**src/rtl/sfx_sequencer_if.sv**
```systemverilog
// Event/tone bundle between the game logic (master) and the sound-effect
// sequencer (slave).
interface sfx_sequencer_if #(
  parameter int HP_W = 18
);
  logic            evt_hit;
  logic            evt_score;
  logic            evt_over;
  logic            mute;
  logic [HP_W-1:0] bgm_hp;
  logic [HP_W-1:0] half_period;
  logic            sfx_busy;
  logic [1:0]      sfx_id;
  logic            sfx_done;

  modport master (
    output evt_hit, evt_score, evt_over, mute, bgm_hp,
    input  half_period, sfx_busy, sfx_id, sfx_done
  );

  modport slave (
    input  evt_hit, evt_score, evt_over, mute, bgm_hp,
    output half_period, sfx_busy, sfx_id, sfx_done
  );
endinterface

```
**src/rtl/sfx_sequencer.sv**
```systemverilog
// Sound-effect sequencer: turns game-event pulses into ROM note sequences for
// the buzzer tone stage. Optional feature macro: SFX_PREEMPT_EN (higher-priority effects abort).
module sfx_sequencer #(
  parameter int HP_W     = 18,
  parameter int STEP_CYC = 5_000_000
) (
  input logic             clk,
  input logic             rst_n,
  sfx_sequencer_if.slave  bus
);

  localparam int CNT_W = $clog2(STEP_CYC);

  typedef enum logic [1:0] {
    S_IDLE,
    S_PLAY,
    S_END
  } state_t;

  state_t          state;
  logic [2:0]      pending;
  logic [CNT_W-1:0] step_cnt;
  logic [2:0]      note_idx;
  logic [HP_W-1:0] half_period_q;
  logic            busy_q;
  logic [1:0]      id_q;
  logic            done_q;

  logic [2:0]      evt_set;
  logic [2:0]      pend_all;
  logic [1:0]      sel_id;
  logic [2:0]      sel_mask;
  logic            start;
  logic [2:0]      start_mask;
  logic [2:0]      pending_next;

  // Effect id doubles as priority: over(3) > score(2) > hit(1).
  function automatic logic [HP_W-1:0] rom_note(input logic [1:0] id, input logic [2:0] idx);
    logic [HP_W-1:0] v;
    case ({id, idx})
      5'b01_000: v = HP_W'(42553);
      5'b01_001: v = HP_W'(63776);
      5'b10_000: v = HP_W'(63776);
      5'b10_001: v = HP_W'(50607);
      5'b10_010: v = HP_W'(42553);
      5'b10_011: v = HP_W'(42553);
      5'b11_000: v = HP_W'(42553);
      5'b11_001: v = HP_W'(47778);
      5'b11_010: v = HP_W'(50607);
      5'b11_011: v = HP_W'(56818);
      5'b11_100: v = HP_W'(63776);
      5'b11_101: v = HP_W'(85136);
      default:   v = '0;
    endcase
    return v;
  endfunction

  function automatic logic [2:0] last_idx(input logic [1:0] id);
    logic [2:0] v;
    case (id)
      2'd1:    v = 3'd1;
      2'd2:    v = 3'd3;
      2'd3:    v = 3'd5;
      default: v = 3'd0;
    endcase
    return v;
  endfunction

  // NOTE: every always_comb output gets a default first so no latch is inferred.
  always_comb begin
    evt_set  = {bus.evt_over, bus.evt_score, bus.evt_hit};
    pend_all = pending | evt_set;
    sel_id   = 2'd0;
    sel_mask = 3'b000;
    if (pend_all[2]) begin
      sel_id = 2'd3; sel_mask = 3'b100;
    end else if (pend_all[1]) begin
      sel_id = 2'd2; sel_mask = 3'b010;
    end else if (pend_all[0]) begin
      sel_id = 2'd1; sel_mask = 3'b001;
    end

    start = 1'b0;
    case (state)
      S_IDLE, S_END: start = |pend_all;
`ifdef SFX_PREEMPT_EN
      S_PLAY:        start = (sel_id > id_q);
`else
      S_PLAY:        start = 1'b0;
`endif
      default:       start = 1'b0;
    endcase
    start_mask = start ? sel_mask : 3'b000;

    // A starting bit stays set only if it was already queued and re-pulsed now.
    pending_next = (pend_all & ~start_mask) | (evt_set & pending & start_mask);
  end

  // NOTE: sequential state uses non-blocking assignments; all registers,
  // including the pending queue, are cleared by the asynchronous reset.
  always_ff @(posedge clk or negedge rst_n) begin
    if (!rst_n) begin
      state         <= S_IDLE;
      pending       <= 3'b000;
      step_cnt      <= '0;
      note_idx      <= 3'd0;
      half_period_q <= '0;
      busy_q        <= 1'b0;
      id_q          <= 2'd0;
      done_q        <= 1'b0;
    end else begin
      pending <= pending_next;
      done_q  <= 1'b0;
      if (start) begin
        state         <= S_PLAY;
        id_q          <= sel_id;
        busy_q        <= 1'b1;
        step_cnt      <= '0;
        note_idx      <= 3'd0;
        half_period_q <= bus.mute ? '0 : rom_note(sel_id, 3'd0);
      end else begin
        case (state)
          S_IDLE: half_period_q <= bus.mute ? '0 : bus.bgm_hp;
          S_PLAY: begin
            if (step_cnt == CNT_W'(STEP_CYC - 1)) begin
              step_cnt <= '0;
              if (note_idx == last_idx(id_q)) begin
                state         <= S_END;
                busy_q        <= 1'b0;
                id_q          <= 2'd0;
                done_q        <= 1'b1;
                note_idx      <= 3'd0;
                half_period_q <= '0;
              end else begin
                note_idx      <= note_idx + 3'd1;
                half_period_q <= bus.mute ? '0 : rom_note(id_q, note_idx + 3'd1);
              end
            end else begin
              step_cnt      <= step_cnt + CNT_W'(1);
              half_period_q <= bus.mute ? '0 : rom_note(id_q, note_idx);
            end
          end
          S_END: begin
            state         <= S_IDLE;
            half_period_q <= bus.mute ? '0 : bus.bgm_hp;
          end
          default: state <= S_IDLE;
        endcase
      end
    end
  end

  assign bus.half_period = half_period_q;
  assign bus.sfx_busy    = busy_q;
  assign bus.sfx_id      = id_q;
  assign bus.sfx_done    = done_q;

endmodule

```
**src/flat_wrapper.sv**
```systemverilog
// flat-port wrapper written by rule: the top's interface ports become plain ports
module sfx_sequencer_flat 
#(
  parameter int HP_W     = 18,
  parameter int STEP_CYC = 5_000_000
)
  (clk, rst_n, bus_evt_hit, bus_evt_score, bus_evt_over, bus_mute, bus_bgm_hp, bus_half_period, bus_sfx_busy, bus_sfx_id, bus_sfx_done);
  sfx_sequencer_if #(.HP_W(HP_W)) bus_i ();
  input logic clk;
  input logic rst_n;
  input wire logic [$bits(bus_i.evt_hit)-1:0] bus_evt_hit;
  input wire logic [$bits(bus_i.evt_score)-1:0] bus_evt_score;
  input wire logic [$bits(bus_i.evt_over)-1:0] bus_evt_over;
  input wire logic [$bits(bus_i.mute)-1:0] bus_mute;
  input wire logic [$bits(bus_i.bgm_hp)-1:0] bus_bgm_hp;
  output wire logic [$bits(bus_i.half_period)-1:0] bus_half_period;
  output wire logic [$bits(bus_i.sfx_busy)-1:0] bus_sfx_busy;
  output wire logic [$bits(bus_i.sfx_id)-1:0] bus_sfx_id;
  output wire logic [$bits(bus_i.sfx_done)-1:0] bus_sfx_done;
  assign bus_i.evt_hit = bus_evt_hit;
  assign bus_i.evt_score = bus_evt_score;
  assign bus_i.evt_over = bus_evt_over;
  assign bus_i.mute = bus_mute;
  assign bus_i.bgm_hp = bus_bgm_hp;
  assign bus_half_period = bus_i.half_period;
  assign bus_sfx_busy = bus_i.sfx_busy;
  assign bus_sfx_id = bus_i.sfx_id;
  assign bus_sfx_done = bus_i.sfx_done;
  sfx_sequencer #(.HP_W(HP_W), .STEP_CYC(STEP_CYC)) u_core (.clk(clk), .rst_n(rst_n), .bus(bus_i));
endmodule
```
**config.mk**
```make
export PLATFORM = sky130hd
export DESIGN_NAME = sfx_sequencer_flat
export DESIGN_NICKNAME = d
export VERILOG_FILES = /design/src/rtl/sfx_sequencer_if.sv /design/src/rtl/sfx_sequencer.sv /design/src/flat_wrapper.sv
export SDC_FILE = /design/constraint.sdc
export NUM_CORES = 1
export LEC_CHECK = 0
export BUFFER_PORTS_ARGS = -buffer_cell sky130_fd_sc_hd__buf_2
export CAP_MARGIN = 10
export CORE_MARGIN = 2
export CORE_UTILIZATION = 30
export DETAILED_ROUTE_END_ITERATION = 8
export HOLD_SLACK_MARGIN = 0.06
export SETUP_SLACK_MARGIN = 0.15
export SYNTH_ARGS = -nofsm -noshare
export SYNTH_HDL_FRONTEND = slang
export SYNTH_SLANG_ARGS = --single-unit
```
**constraint.sdc**
```tcl
create_clock -name clk -period 6.21 [get_ports clk]
set_input_delay 1.242 -clock clk [delete_from_list [all_inputs] [get_ports clk]]
set_output_delay 1.242 -clock clk [all_outputs]
set_load 0.02 [all_outputs]
```
# Yosys cells after proc, flatten, opt, wreduce, memory -nomap -nowiden
# Memory sizes are Yosys's and may differ from the RTL's.
# Index checks and enable logic that the tools add are counted.
# Widths: inputs -> output; s select.
# totals
ff_bits	53
rom_bits	1088
input_bits	24
word_cells	86
memories	2
# memory_table
name	words	width	read_ports	rd_clocked_by_memory_dff	write_ports	line_no	text
(name not given)	32	17	1	0	0	sfx_sequencer.sv:40	case ({id, idx})
(name not given)	32	17	1	0	0	sfx_sequencer.sv:40	
# op_classes
add_sub_neg	2
n_eq_ne	13
n_mux	44
bitwise_logic	6
n_reduce_logical	11
# op_table
operator	n
$mux 18	6
$mux 23	3
$pmux 18 s2	1
$pmux 16 s2	1
$mux 3	10
$add 23x1->23 const B	1
$eq 23x23->1 const B	1
$mux 2	9
$mux 16	1
$mux 1	11
$eq 2x2->1 const B	5
$and 3x3->3	3
$pmux 3 s3	1
$eq 2x1->1 const B	3
$ne 3x1->1 const B	2
$or 3x3->3	2
$reduce_and 3->1	2
$reduce_bool 2->1	3
$pmux 2 s2	1
$reduce_or 2->1	2
$add 3x1->3 const B	1
$eq 3x3->1	1
$not 3->3	1
$reduce_bool 3->1	1
4 further kinds	4

# Depth between registers and ports, before layout
# depth
depth_word	10
mapped_depth	9
depth_no_buf	8

# Worst setup path after synthesis
# Ideal clock, no wire load.
# synth_timing
path_kind	input port to flip-flop
from	input port bus_evt_score
to	register u_core.step_cnt[13]
setup_time_ns	0.079
arrival_ns	2.574
required_time_ns	6.131
slack_ns	3.557
stages	6
n_path_buf	1
cell_sequence	nor4_2 -> nand2_1 -> o21ai_2 -> buf_2 -> a21oi_1 -> mux2i_1
# synth_via
elab_chain_cells	4
# synth_lines
element	line_no	text
from (decl)	flat_wrapper.sv:12	input wire logic [$bits(bus_i.evt_score)-1:0] bus_evt_score;
$or 3x3->3 (*)	sfx_sequencer.sv:72	pend_all = pending | evt_set;
$reduce_or 3->1 (*)	sfx_sequencer.sv:85	S_IDLE, S_END: start = |pend_all;
$mux 1 (*)	sfx_sequencer.sv:84	case (state)
$mux 23 or $reduce_bool 2->1 (tied branches)	n/a	
to (signal assigned)	sfx_sequencer.sv:139	step_cnt <= step_cnt + CNT_W'(1);
to (decl)	sfx_sequencer.sv:22	logic [CNT_W-1:0] step_cnt;
# Mark *: on every way between the ends. The rest lies on a longest branch, timed or not.
# A chain may end at the register's enable or synchronous reset.

# Final worst setup path
# layout_timing
from	input port bus_evt_score
to	register u_core.step_cnt[15]
# The elaborated chain is that of the path after synthesis.

==> results.sh <==
export IMPL_status="finished clean"
export IMPL_port_buffer_count=45
export IMPL_synth_flop_cell="dfrtp_1"
export IMPL_io_pins=46
export IMPL_min_from="u_core.pending[0]$_DFF_PN0_"
export IMPL_synth_cell_types=70
export IMPL_num_vias=3681
export IMPL_ys_warn_count=0
export IMPL_drive_gt1_frac=0.154
export IMPL_cp_slowest_cell="nor4_2"
export IMPL_totalPowerFinal_uw=833
export IMPL_syn_nets=498
export IMPL_die_w_um=117
export IMPL_maxCapViolCount=0
export IMPL_antenna_found_initial=0
export IMPL_syn_area_um2=3810
export IMPL_cts_tree="built"
export IMPL_powerDensity_nw_per_um2=194
export IMPL_hold_path_depth=2
export IMPL_grt_first_pass_wirelength_um=17900
export IMPL_p_leak_nw=1.80
export IMPL_core_um2=12500
export IMPL_max_slew_worst_pin_slew_ns=1.14
export IMPL_critPathMaxFanout=13
export IMPL_period_minus_slack_ns=3.07
export IMPL_ys_ff_latch=53
export IMPL_cts_path_max_buffers=2
export IMPL_cts_hold_buf=0
export IMPL_path_cells="buf_2 -> nor4_2 -> nand2_1 -> o21ai_2 -> a22oi_1 -> o41ai_1"
export IMPL_num_antenna_cells=0
export IMPL_r2r_end="u_core.bus.half_period[8]$_DFFE_PN0P_"
export IMPL_worstHoldEndpoint="u_core.pending[0]$_DFF_PN0_"
export IMPL_viasPerCell=5.58
export IMPL_crit_arrival_ns=3.24
export IMPL_hold_viol=0
export IMPL_cts_root_buffer="clkbuf_16"
export IMPL_cts_resized=0
export IMPL_start_kind="input port"
export IMPL_drv_slew=0
export IMPL_synthArstFlopShare=1.00
export IMPL_wl_per_cell_um=16.7
export IMPL_synth_edff_count=0
export IMPL_gr_total_overflow=0
export IMPL_crit_family="simple AND/OR/NAND/NOR gates"
export IMPL_dr_pass1_iters=7
export IMPL_criticalPathCategory="input port to register"
export IMPL_drcViolationCount=0
export IMPL_dieArea_um2=13600
export IMPL_gp_congestion=0.904
export IMPL_setup_worst_path_end_class="register"
export IMPL_htreeDepth=2
export IMPL_grt_max_degree=54
export IMPL_ys_seq_area_frac=0.348
export IMPL_nFillCells=1344
export IMPL_syn_area_per_cell_um2=8.25
export IMPL_rows=41
export IMPL_syn_inst=462
export IMPL_required_ns=6.39
export IMPL_drt_initial_drc_count=272
export IMPL_gr_usage_all_layers=0.165
export IMPL_fp_dieH_um=117
export IMPL_vdd_drop_max_v=0.000108
export IMPL_final_setup_skew_ns=0.00937
export IMPL_r2r_start="u_core.note_idx[0]$_DFFE_PN0P_"
export IMPL_fmax_mhz=326
export IMPL_fin_nets=523
export IMPL_hp_class="register to register"
export IMPL_critPathBufInv=1
export IMPL_area_growth_pct=12.7
export IMPL_slowest_delay_ns=0.66
export IMPL_clk_latency_ns=0.30
export IMPL_initial_utilization=0.304
export IMPL_timing_final_crit_share=0.494
export IMPL_numCtsBuffers=5
export IMPL_reg2reg_depth=8
export IMPL_r2r_slack_ns=3.20
export IMPL_ant_nets=0
export IMPL_tns_ns=0
export IMPL_slew_limit_headroom=0.236
export IMPL_grt_pass1_vias=3505
export IMPL_setup_viol=0
export IMPL_path_clk_slew_ns=0.08
export IMPL_clock_sinks=53
export IMPL_post_cts_setup_buffer_count=0
export IMPL_place_hpwl_um=8120
export IMPL_wirelength_um=11000
export IMPL_rsz0062_at_grt="false"
[cells in the mapped netlist (10+ instances only)]
cell type | n | area share
a22oi_1 | 10 | 0.020
nand2_1 | 47 | 0.046
ha_1 | 12 | 0.039
o21ai_0 | 33 | 0.043
a21oi_1 | 43 | 0.056
clkbuf_1 | 18 | 0.018
a31oi_1 | 17 | 0.028
inv_1 | 15 | 0.015
nand3_1 | 24 | 0.032
nand4_1 | 21 | 0.034
nor2_1 | 32 | 0.032
dfrtp_1 | 53 | 0.35
[layout by cell type (no fill, tap or decap), types with 10 or more instances in the layout]
cell type / instances
nand3_1: 24
nand4_1: 21
a22oi_1: 10
o21ai_0: 33
nand2_1: 47
inv_1: 15
a21oi_1: 43
nor2_1: 32
buf_2: 45
ha_1: 12
dfrtp_1: 53
a31oi_1: 17
[per-stage QoR]
stage          instances  hold WS [ns]  utilization  cell area, um^2  setup WS (ns)
2_1_floorplan        462         0.445            -             3810           3.56
3_3_place_gp         652         0.469        0.331             4140           2.96
3_5_place_dp         652         0.476        0.331             4140           2.88
4_1_cts              660         0.497        0.343             4290           3.14
5_1_grt              660         0.518        0.343             4290           2.92
6_report             660         0.492        0.343             4290           3.14
[how the worst max path moves through the flow]
stage             startpoint                              end  slack, ns  depth (start not counted)
6_report       bus_evt_score  u_core.step_cnt[15]$_DFFE_PN0P_       3.14                          6
5_1_grt        bus_evt_score  u_core.step_cnt[15]$_DFFE_PN0P_       2.92                          6
4_1_cts        bus_evt_score  u_core.step_cnt[15]$_DFFE_PN0P_       3.14                          6
3_5_place_dp   bus_evt_score  u_core.step_cnt[15]$_DFFE_PN0P_       2.88                          6
3_3_place_gp   bus_evt_score  u_core.step_cnt[15]$_DFFE_PN0P_       2.96                          6
2_1_floorplan  bus_evt_score  u_core.step_cnt[13]$_DFFE_PN0P_       3.56                          6
[flip-flops by register name, summed over array words and instances, names as in the netlist]
register                cells
u_core.step_cnt            23
u_core.bus.sfx_done         1
u_core.bus.sfx_id           2
u_core.bus.half_period     18
u_core.note_idx             3
u_core.pending              3
u_core.state                2
u_core.bus.sfx_busy         1
[logic make-up (layout without fill, tap and decap cells)]
logic type	Yosys count	count (layout)	share of synthesized area
buf+inv	48	74	0.0545
xor+xnor	10	10	0.0230
simple gates	180	180	0.260
fa+ha+maj	13	13	0.0420
mux	6	6	0.0161
compound gates	152	152	0.256
flops	53	53	0.348
[final cells by class]
cell class | instances | area [um^2] | area share
Inverter | 16 | 60.1 | 0.0140
Tap cell | 172 | 215 | 0.0501
Multi-Input combinational cell | 361 | 2280 | 0.530
Clock buffer | 5 | 125 | 0.0291
Timing Repair Buffer | 50 | 263 | 0.0612
Sequential cell | 53 | 1330 | 0.309
Clock inverter | 3 | 28.8 | 0.00670
[routing by layer]
layer  share of wire  track usage  vias up
li1                -            -     1783
met1            0.42        0.206     1772
met2            0.51        0.289      106
met3           0.044       0.0223       20
met4           0.028       0.0659        0
met5               0            0        -
[power by group]
group | internal (mW) | switching (mW)
logic | 0.0503 | 0.0724
clock network | 0.155 | 0.140
registers | 0.374 | 0.0411
total | 0.579 | 0.253
[worst register-to-register path, cell delays in order, from the launching register on]
cell,delay [ns]
dfrtp_1,0.60
ha_1,0.25
inv_1,0.05
ha_1,0.54
nand3b_1,0.28
a222oi_1,0.55
a2111o_1,0.25
o311ai_0,0.19
a31oi_1,0.23
(Power assumes the default switching activity.)
